File: src/rtl/rr_arb_enc16.sv
// ---------------------------------------------------------------------------
// rr_arb_enc16
//
// Round-robin arbiter that shares one resource among 16 requesters. The grant
// is a registered one-hot vector plus its registered 4-bit index, so anything
// downstream (for example a 16-to-4 encoder) only ever sees a single-hot input.
// An owner keeps the grant until it pulses done or drops its request line.
// With the optional timeout feature, the grant is also taken back after
// HOLD_MAX cycles. Every handover is followed by one GAP cycle in which no
// one holds the grant.
//
// Optional feature macro: RR_ARB_TIMEOUT_EN
//   defined   : hold counter, HOLD_MAX compare and timeout pulse are built
//   undefined : grants end only on done or request drop; timeout tied to 0
//
// Parameters
//   HOLD_MAX    : maximum cycles a grant may be held (1..255). Only used
//                 when timeout is enabled.
// Ports
//   clk         : clock; all state changes on its rising edge
//   reset       : synchronous, active-high reset
//   enable      : allows new grants; does not revoke a grant already held
//   req[15:0]   : level-sensitive request lines, bit i = requester i
//   done        : release strobe from the current owner, looked at in GRANT
//   grant[15:0] : registered one-hot grant, zero when there is no owner
//   grant_id    : binary index of the grant bit, zero when grant_valid is low
//   grant_valid : high while grant is non-zero
//   timeout     : one-cycle pulse, in the GAP cycle after a forced release
// ---------------------------------------------------------------------------
module rr_arb_enc16 #(
   parameter int unsigned HOLD_MAX = 15
) (
   input  logic        clk,
   input  logic        reset,
   input  logic        enable,
   input  logic [15:0] req,
   input  logic        done,
   output logic [15:0] grant,
   output logic [3:0]  grant_id,
   output logic        grant_valid,
   output logic        timeout
);

   typedef enum logic [1:0] {
      IDLE  = 2'd0,
      GRANT = 2'd1,
      GAP   = 2'd2
   } state_t;

   state_t     state;
   logic [3:0] ptr;

   logic       pick_found;
   logic [3:0] pick_id;
   logic [3:0] scan_idx;

   logic       vol_release;
   logic       force_release;

   // Catch an out-of-range HOLD_MAX when the design is elaborated, so a bad
   // value cannot silently wrap when it is truncated to the 8-bit counter.
   if (HOLD_MAX < 1 || HOLD_MAX > 255) begin : g_bad_hold_max
      $error("rr_arb_enc16: HOLD_MAX must be in 1..255");
   end

   // Circular priority scan that starts at ptr. The loop runs from the
   // farthest offset down to offset 0. Later hits overwrite earlier ones, so
   // the requester closest to ptr (going upward with wrap) wins. The 4-bit
   // add gives the modulo-16 wrap for free.
   always_comb begin
      pick_found = 1'b0;
      pick_id    = ptr;
      scan_idx   = '0;
      for (int k = 15; k >= 0; k--) begin
         scan_idx = ptr + 4'(k);
         if (req[scan_idx]) begin
            pick_found = 1'b1;
            pick_id    = scan_idx;
         end
      end
   end

   // A voluntary release is done from the owner or the owner dropping its
   // request line. It is only meaningful in GRANT, because grant_id is zero
   // in every other state.
   always_comb begin
      vol_release = done | ~req[grant_id];
   end

`ifdef RR_ARB_TIMEOUT_EN
   localparam logic [7:0] HOLD_LIM = 8'(HOLD_MAX);

   logic [7:0] hold_cnt;

   // Forced release happens only when the counter reaches HOLD_MAX and the
   // owner is not already letting go that same cycle. This way a voluntary
   // release always beats the timeout and never produces a timeout pulse.
   always_comb begin
      force_release = (state == GRANT) && (hold_cnt == HOLD_LIM) && !vol_release;
   end

   // The hold counter reads 1 during the first GRANT cycle and counts up each
   // further GRANT cycle, so it equals the number of cycles held so far. It
   // is loaded on the edge that enters GRANT and cleared on the edge that
   // leaves it. It saturates at 255, so it cannot wrap back below HOLD_MAX.
   always_ff @(posedge clk) begin
      if (reset) begin
         hold_cnt <= '0;
      end else if (state == IDLE && enable && pick_found) begin
         hold_cnt <= 8'd1;
      end else if (state == GRANT && !(vol_release || force_release)) begin
         if (hold_cnt != 8'hFF) begin
            hold_cnt <= hold_cnt + 8'd1;
         end
      end else begin
         hold_cnt <= '0;
      end
   end
`else
   // Without the timeout feature, only the owner can end a grant.
   always_comb begin
      force_release = 1'b0;
   end
`endif

   // Main IDLE -> GRANT -> GAP -> IDLE sequencer. All outputs are registered
   // here, so none of them has a combinational path from an input. grant and
   // grant_id are loaded together from the same scan result, which keeps
   // them consistent and keeps grant one-hot. On release the pointer moves to
   // the requester just after the old owner, so that owner gets the lowest
   // priority in the next round.
   always_ff @(posedge clk) begin
      if (reset) begin
         state       <= IDLE;
         grant       <= '0;
         grant_id    <= '0;
         grant_valid <= 1'b0;
         timeout     <= 1'b0;
         ptr         <= '0;
      end else begin
         case (state)
            IDLE: begin
               timeout <= 1'b0;
               if (enable && pick_found) begin
                  grant       <= 16'(1) << pick_id;
                  grant_id    <= pick_id;
                  grant_valid <= 1'b1;
                  state       <= GRANT;
               end
            end
            GRANT: begin
               if (vol_release || force_release) begin
                  grant       <= '0;
                  grant_id    <= '0;
                  grant_valid <= 1'b0;
                  ptr         <= grant_id + 4'd1;
                  timeout     <= force_release;
                  state       <= GAP;
               end
            end
            GAP: begin
               timeout <= 1'b0;
               state   <= IDLE;
            end
            default: begin
               grant       <= '0;
               grant_id    <= '0;
               grant_valid <= 1'b0;
               timeout     <= 1'b0;
               state       <= IDLE;
            end
         endcase
      end
   end

endmodule

File: config.mk
export PLATFORM = sky130hd
export DESIGN_NAME = rr_arb_enc16
export DESIGN_NICKNAME = d
export VERILOG_FILES = /design/src/rtl/rr_arb_enc16.sv
export SDC_FILE = /design/constraint.sdc
export NUM_CORES = 1
export LEC_CHECK = 0
export ABC_AREA = 1
export ABC_CLOCK_PERIOD_IN_PS = 5000
export CORE_ASPECT_RATIO = 2
export CORE_MARGIN = 8
export CORE_UTILIZATION = 55
export CTS_BUF_LIST = sky130_fd_sc_hd__clkbuf_2
export CTS_CLUSTER_SIZE = 10
export DETAILED_ROUTE_END_ITERATION = 12
export PLACE_DENSITY = 0.85
export REMOVE_ABC_BUFFERS = 1
export SETUP_SLACK_MARGIN = 0.02
export SYNTH_ARGS = -nofsm -noshare
export SYNTH_HDL_FRONTEND = slang
export SYNTH_SLANG_ARGS = --single-unit
File: constraint.sdc
create_clock -name clk -period 5 [get_ports clk]
set_input_delay 0.75 -clock clk [delete_from_list [all_inputs] [get_ports clk]]
set_output_delay 0.75 -clock clk [all_outputs]
set_load 0.005 [all_outputs]
# Word-level counts from Yosys, hierarchy flattened
# Cells that the tools add are included.
# totals
elab_cells,129
in_bits,20
reg_bits,27
output_inout_bits,22
# op_classes
mux,78
n_reduce_logical,5
order_cmp,17
n_eq_ne,4
add_sub_neg,16
bitwise,3
shift,1
# ops
op,n
4-bit by 5-bit < comparator with 1-bit output (second input constant),17
4-bit 2-to-1 mux,18
1-bit binary-select mux with 4-bit select,17
16-bit one-hot mux with 3 select lines,1
1-bit 2-to-1 mux,35
4-bit adder (second input constant),8
16-bit 2-to-1 mux,2
4-bit by 3-bit adder with 4-bit output (second input constant),4
1-bit by 4-bit left shift with 16-bit output (first input constant),1
4-bit one-hot mux with 3 select lines,1
4-bit by 1-bit adder with 4-bit output (second input constant),2
4-bit by 2-bit adder with 4-bit output (second input constant),2
2-bit 2-to-1 mux,2
2-bit inequality test (second input constant),2
2-bit one-hot mux with 2 select lines,1
2-bit AND reduction,2
1-bit one-hot mux with 3 select lines,1
3-bit AND reduction,1
2-bit by 1-bit equality test with 1-bit output (second input constant),1
2-bit equality test (second input constant),1
2-bit logical NOT,1
1-bit NOT,2
1-bit logical AND,1
1-bit OR,1

# Depth between registers and ports, before layout
# Gate-level depths: netlist of run 1.
# logic_depth
word_depth,22
mapped_depth,33

# Worst setup path before layout of run 1
# Ideal clock, no wire load.
# synth_timing
path_type,register to register
from,register ptr[1]
to,register grant[13]
setup_slack_ps,2032
n_path_buf,2
synth_period_minus_slack_ps,2968
arrival_time_ps,2902
t_required_ps,4934
path_stages_with_launch,30
path_cell_list,dfxtp_1 -> inv_1 -> buf_4 -> ha_1 -> inv_1 -> buf_2 -> nand3_1 -> nand3_1 -> nand3_1 -> nand2_2 -> nand2_1 -> nand3_2 -> nand2_1 -> nand2_1 -> nand2_1 -> nand2_1 -> nand2_1 -> nand2_1 -> nand2_1 -> nand2_1 -> nand2_1 -> nand2_1 -> nand2_1 -> nand2_1 -> nand2_2 -> a21oi_2 -> nand2_1 -> nor2_1 -> nand2_1 -> a21oi_2
# synth_via
elab_chain_cells,22
elab_cells_between_ends,85
# synth_lines
item,line,text
from (decl),51,logic [3:0] ptr;
from (signal assigned),156,ptr <= grant_id + 4'd1;
4-bit adder,75,scan_idx = ptr + 4'(k);
1-bit binary-select mux with 4-bit select,76,if (req[scan_idx]) begin
1-bit 2-to-1 mux (implied by the code),76,
4-bit 2-to-1 mux or 1-bit 2-to-1 mux (tied branches) (16 in series),76,
1-bit by 4-bit left shift with 16-bit output or 1-bit logical AND (tied branches),"145, 144",
16-bit 2-to-1 mux or 2-bit inequality test (tied branches),n/a,
16-bit one-hot mux with 3 select lines or 3-bit AND reduction (tied branches),n/a,
to (signal assigned),145,grant <= 16'(1) << pick_id;
to (decl),38,"output logic [15:0] grant,"
# Several ways; a longest one is shown, not always the timed one. The select of a mux whose other input is x is not followed.
# A chain may end at the register's enable or synchronous reset.

# Final worst setup path of run 1
# layout_timing
from,register ptr[0]
to,register grant[0]
# Same word-level chain as after synthesis.

==> results.sh, run 1 <==
export IMPL_hp_class="flop to flop"
export IMPL_grt_max_degree=25
export IMPL_synth_top_area_cell="nand2_1"
export IMPL_peakVddDrop_uv=271.7
export IMPL_path_clk_slew_ps=240
export IMPL_synthCells=534
export IMPL_row_count=39
export IMPL_ys_warn_count=0
export IMPL_grt_util_all_layers_pct=21.24
export IMPL_reg2reg_depth=31
export IMPL_critical_path_max_stage_delay_ps=590
export IMPL_cts_resized=0
export IMPL_numCtsBuffers=3
export IMPL_synthDistinctLibCells=39
export IMPL_drc=0
export IMPL_fin_nets=598
export IMPL_timing_critical_path_from="ptr[0]"
export IMPL_synth_seq_area_share_pct=17.36
export IMPL_die_h_um=122.4
export IMPL_crit_slowest_cell="ha_1"
export IMPL_final_area_um2=3528
export IMPL_worst_path_most_repeated_cell="nand2_1"
export IMPL_ioPinCount=42
export IMPL_stdcell_count=630
export IMPL_synth_edf_count=0
export IMPL_grt_pass1_vias=3309
export IMPL_clock_sinks=27
export IMPL_crit_buf_inv=5
export IMPL_drt_iter0_drc=349
export IMPL_power_total_mw=1.507
export IMPL_dpl_instance_area_um2=3508
export IMPL_antenna_found_initial=0
export IMPL_whs_path_depth=2
export IMPL_grt_first_pass_wirelength_mm=15.26
export IMPL_fin_skew_ps=13.80
export IMPL_crit_path_end="grant[0]"
export IMPL_die_w_um=69.20
export IMPL_outcome="complete, no violations"
export IMPL_first_pass_iters=5
export IMPL_r2r_slack_ps=1040
export IMPL_clk_path_buf_depth=2
export IMPL_finalSetupViolCount=0
export IMPL_power_density_nw_per_um2=427.2
export IMPL_vias=3573
export IMPL_synth_ff_type="dfxtp_1"
export IMPL_grt_ovfl_total=0
export IMPL_drv_cap=0
export IMPL_holdBufCountCts=0
export IMPL_drt_total_wl_mm=9.152
export IMPL_hold_violations=0
export IMPL_min_period_ps=3958
export IMPL_synth_most_common_cell="nand2_1"
export IMPL_path_class="flop to flop"
export IMPL_setup_ws_ps=1042
export IMPL_cts_tree="yes"
export IMPL_rsz0062_at_grt="false"
export IMPL_cts_root_buf="clkbuf_2"
export IMPL_start_util_pct=55.47
export IMPL_fin_tns_setup_ps=0
export IMPL_pre_cts_slack_ps=1185
export IMPL_post_route_period_util_pct=79.15
export IMPL_vias_per_cell=5.671
export IMPL_r2r_end="grant[0]"
export IMPL_htreeDepth=1
export IMPL_synthTopCellsByCount="193 x nand2_1, 59 x nand3_1, 48 x inv_1"
export IMPL_wire_per_inst_um=14.53
export IMPL_power_leakage_nw=1.710
export IMPL_tightest_slew_ps=502.9
export IMPL_place_congestion=1.022
export IMPL_synth_area_per_cell_um2=5.830
export IMPL_fmax_mhz=252.7
export IMPL_placedCellCount=626
export IMPL_drive_gt1_share_pct=13.36
export IMPL_core_um2=5612
export IMPL_crit_family="simple AND/OR/NAND/NOR gates"
export IMPL_place_hpwl_mm=7.450
export IMPL_slew_headroom_pct=66.42
export IMPL_antenna_cells=0
export IMPL_syn_area_um2=3113
export IMPL_slew_violations=0
export IMPL_io_buffers=40
export IMPL_synth_top_cell_area_share_pct=23.27
export IMPL_antenna_left=0
export IMPL_path_depth=31
export IMPL_r2r_start="ptr[0]"
export IMPL_cp_required_ps=5320
export IMPL_dieArea_um2=8469
export IMPL_ys_ff_latch=27
export IMPL_arrival_ps=4270
export IMPL_start_kind="flop"
export IMPL_cts_setup_buffers=0
export IMPL_worstPathMaxFanout=24
export IMPL_area_growth_pct=13.34
export IMPL_synthArstFlopShare_pct=0
export IMPL_synth_area_top_cells="nand2_1 23%, dfxtp_1 17%, nand3_1 9.5%"
export IMPL_cp_end_kind="flop"
export IMPL_insertion_delay_ps=360
-- worst min-delay path: cells and delay by family (launching register included) --
| kind | cells | cell delay, ps |
|---|---|---|
| AO/OA/AOI/OAI | 1 | 50 |
| AND/OR/NAND/NOR | 1 | 60 |
| flip-flops | 1 | 360 |
-- cell type report --
class,count,area (um2)
Sequential cell,27,540.5
Timing Repair Buffer,46,445.4
Multi-Input combinational cell,434,2222
Tap cell,61,76.32
Clock buffer,4,20.02
Fill cell,549,2083
Inverter,58,224.0
-- per-stage QoR --
stage / util (%) / hold WS [ps]
floorplan: - / 454.4
global placement: 62.52 / 453.8
detailed placement: 62.52 / 462.6
CTS: 62.88 / 488.2
global route: 62.88 / 504.7
finish: 62.88 / 481.7
-- report_power, final --
part           switching (mW)  internal, mW  total [mW]
clock network          0.0617        0.0211      0.0828
logic                   0.776         0.384        1.16
registers              0.0252         0.239       0.264
-- worst min-delay path by stage --
stage                     startpoint         to  slack, ps
after global routing       grant[10]  grant[10]        500
after detailed placement   grant[11]  grant[11]        460
after floorplan             grant[0]   grant[0]        450
after CTS                  grant[11]  grant[11]        490
final                      grant[11]  grant[11]        480
after global placement      grant[2]   grant[2]        450
-- kinds of logic after synthesis --
family,after synthesis,synth area share (%)
and+or+nand+nor,336,49.60
AOI/OAI and AO/OA,79,14.71
buffers and inverters,73,11.25
DFF,27,17.36
adders and majority gates,8,3.216
xor gates and xnor gates,8,3.095
muxes,2,0.6431
other,1,0.1205
-- metal layers --
metal	vias to the layer above	global-route usage [%]	wire, um
li1	1784	-	-
met1	1610	25.54	3770
met2	150	36.00	4425
met3	29	3.155	568
met4	0	10.32	387
met5	-	0	0
-- flip-flops by register name, indices dropped and copies added (netlist names) --
| signal | cells |
|---|---|
| ptr | 4 |
| state | 2 |
| grant_id | 4 |
| grant_valid | 1 |
| grant | 16 |
-- cells in the final DEF, fill, tap and decap left out --
master | synthesis | routed
nand4_1 | 3 | 3
clkinv_1 | 4 | 4
clkinv_2 | 1 | 1
clkbuf_2 | 0 | 4
buf_4 | 3 | 6
inv_1 | 48 | 48
nor2_8 | 1 | 1
o21ai_1 | 3 | 3
o21a_1 | 2 | 2
nand2_1 | 193 | 193
xor2_2 | 1 | 1
o21ai_0 | 11 | 11
nor2_2 | 4 | 4
xor2_1 | 6 | 6
nor2_1 | 29 | 29
ha_1 | 8 | 8
nand2_2 | 28 | 28
nor3_1 | 2 | 2
clkdlybuf4s50_1 | 0 | 40
inv_4 | 2 | 2
or2_1 | 1 | 1
conb_1 | 1 | 1
a21o_1 | 1 | 1
o221ai_1 | 4 | 4
xnor2_4 | 1 | 1
inv_2 | 3 | 3
a21oi_2 | 7 | 7
nand2_4 | 3 | 3
mux2i_1 | 2 | 2
a21oi_1 | 47 | 47
o21ai_2 | 3 | 3
dfxtp_1 | 27 | 27
nand3_1 | 59 | 59
nand3_2 | 12 | 12
a21boi_1 | 1 | 1
nor4_1 | 1 | 1
Note: power is estimated with default switching activity, not from simulation.
==> run 2, diff against run 1 <==
- ABC_CLOCK_PERIOD_IN_PS: 5000 -> 3900
- clock period: 5 -> 3.9 ns (I/O delays scaled with it)
==> run 2 against run 1 <==
Clock power rose by 35%. Cell count rose by 0.63%. Highest routed layer unchanged. Clock skew rose by 2.0 ps. Largest cell class unchanged.
==> results.sh, run 2 (synthesized netlist as in run 1, its figures left out) <==
export IMPL_grt_max_degree=24
export IMPL_mostFrequentLayoutCells="193 x nand2_1, 59 x nand3_1, 47 x inv_1, 47 x a21oi_1, 40 x clkdlybuf4s50_1"
export IMPL_post_route_period_util_pct=86.67
export IMPL_rsz0062_at_grt="false"
export IMPL_mostFrequentLayoutCell="nand2_1"
export IMPL_dieArea_um2=8469
export IMPL_outcome="complete, no violations"
export IMPL_seqPwrFrac_pct=17.8
export IMPL_core_um2=5612
export IMPL_dpl_instance_area_um2=3538
export IMPL_crit_slowest_cell="dfxtp_1"
export IMPL_grt_pass1_vias=3364
export IMPL_htreeDepth=1
export IMPL_p_sw_mw=1.106
export IMPL_switching_share_pct=56.93
export IMPL_slew_violations=0
export IMPL_power_density_nw_per_um2=545.4
export IMPL_hp_class="flop to flop"
export IMPL_antenna_left=0
export IMPL_grt_ovfl_total=0
export IMPL_path_clk_slew_ps=250
export IMPL_die_w_um=69.20
export IMPL_grt_util_all_layers_pct=21.44
export IMPL_vias=3557
export IMPL_place_congestion=1.014
export IMPL_r2r_slack_ps=520
export IMPL_final_area_um2=3563
export IMPL_finalSetupViolCount=0
export IMPL_holdBufCountCts=0
export IMPL_cp_end_kind="flop"
export IMPL_min_period_ps=3380
export IMPL_peakVddDrop_uv=414.1
export IMPL_path_class="flop to flop"
export IMPL_clk_path_buf_depth=2
export IMPL_wire_per_inst_um=14.48
export IMPL_insertion_delay_ps=380
export IMPL_die_h_um=122.4
export IMPL_cts_tree="yes"
export IMPL_cts_setup_buffers=0
export IMPL_drive_gt1_share_pct=14.31
export IMPL_tightest_slew_ps=928.2
export IMPL_power_leakage_nw=1.728
export IMPL_slew_headroom_pct=37.93
export IMPL_fmax_mhz=295.8
export IMPL_vias_per_cell=5.610
export IMPL_drc=0
export IMPL_p_clk_share_pct=5.8
export IMPL_regMostFlops="grant"
export IMPL_hold_violations=0
export IMPL_cts_resized=0
export IMPL_fin_skew_ps=15.79
export IMPL_first_pass_iters=5
export IMPL_critical_path_max_stage_delay_ps=390
export IMPL_clock_sinks=27
export IMPL_arrival_ps=3700
export IMPL_start_util_pct=55.47
export IMPL_drv_cap=0
export IMPL_antenna_found_initial=0
export IMPL_fin_tns_setup_ps=0
export IMPL_grt_first_pass_wirelength_mm=15.43
export IMPL_power_total_mw=1.944
export IMPL_largest_reg_flops=16
export IMPL_drt_iter0_drc=286
export IMPL_start_kind="flop"
export IMPL_io_buffers=40
export IMPL_p_comb_share_pct=76.5
export IMPL_cp_required_ps=4220
export IMPL_reg_top3="grant (16), grant_id (4), ptr (4)"
export IMPL_antenna_cells=0
export IMPL_worstPathMaxFanout=12
export IMPL_worst_path_most_repeated_cell="nand2_1"
export IMPL_place_hpwl_mm=7.334
export IMPL_numCtsBuffers=3
export IMPL_p_int_mw=0.8372
export IMPL_row_count=39
export IMPL_drt_total_wl_mm=9.180
export IMPL_cts_root_buf="clkbuf_2"
export IMPL_ioPinCount=42
export IMPL_area_growth_pct=14.47
export IMPL_fin_nets=602
## run 2: worst paths after layout
path / cells after the start / to / startpoint
max: 28 / grant[4] / ptr[1]
min: 2 / grant[8] / grant[8]
min reg2reg: 2 / grant[8] / grant[8]
max reg2reg: 28 / grant[4] / ptr[1]
## run 2: power by group through the flow
stage	clock network (mW)	logic, mW	registers [mW]
final	0.112	1.49	0.345
after detailed placement	0	1.46	0.350
after global placement	0	1.46	0.349
after global routing	0.121	1.69	0.350
after CTS	0.111	1.47	0.345
after floorplan	0	1.07	0.355
## run 2: metal layers
layer  vias to the layer above  share of wire [%]  global-route usage, %
met1                      1594                 42                  25.16
met3                        41                4.7                  3.398
li1                       1793                  -                      -
met4                         0                5.2                  11.61
met5                         -                  0                      0
met2                       129                 48                  36.41
## run 2: cell type report
| class | count | area (um2) |
|---|---|---|
| Multi-Input combinational cell | 434 | 2222 |
| Fill cell | 572 | 2048 |
| Sequential cell | 27 | 541.8 |
| Timing Repair Buffer | 50 | 475.5 |
| Inverter | 58 | 227.7 |
| Tap cell | 61 | 76.32 |
| Clock buffer | 4 | 20.02 |
## run 2: per-stage QoR
| stage | std cells | setup slack [ps] | hold WS, ps | utilization [%] |
|---|---|---|---|---|
| floorplan | 519 | 481.5 | 454.4 | - |
| detailed placement | 630 | 453.0 | 456.9 | 63.05 |
| CTS | 634 | 403.3 | 483.8 | 63.41 |
| global route | 634 | 43.27 | 502.0 | 63.50 |
| global placement | 630 | 478.2 | 453.7 | 63.05 |
| finish | 634 | 519.8 | 483.7 | 63.50 |
## run 2: worst max-delay path, delay by kind of cell (launching register included)
kind | cells | cell delay [ps]
and+or+nand+nor | 24 | 2010
buffers and inverters | 2 | 410
DFF | 1 | 390
AOI/OAI and AO/OA | 1 | 150
adders and majority gates | 1 | 370
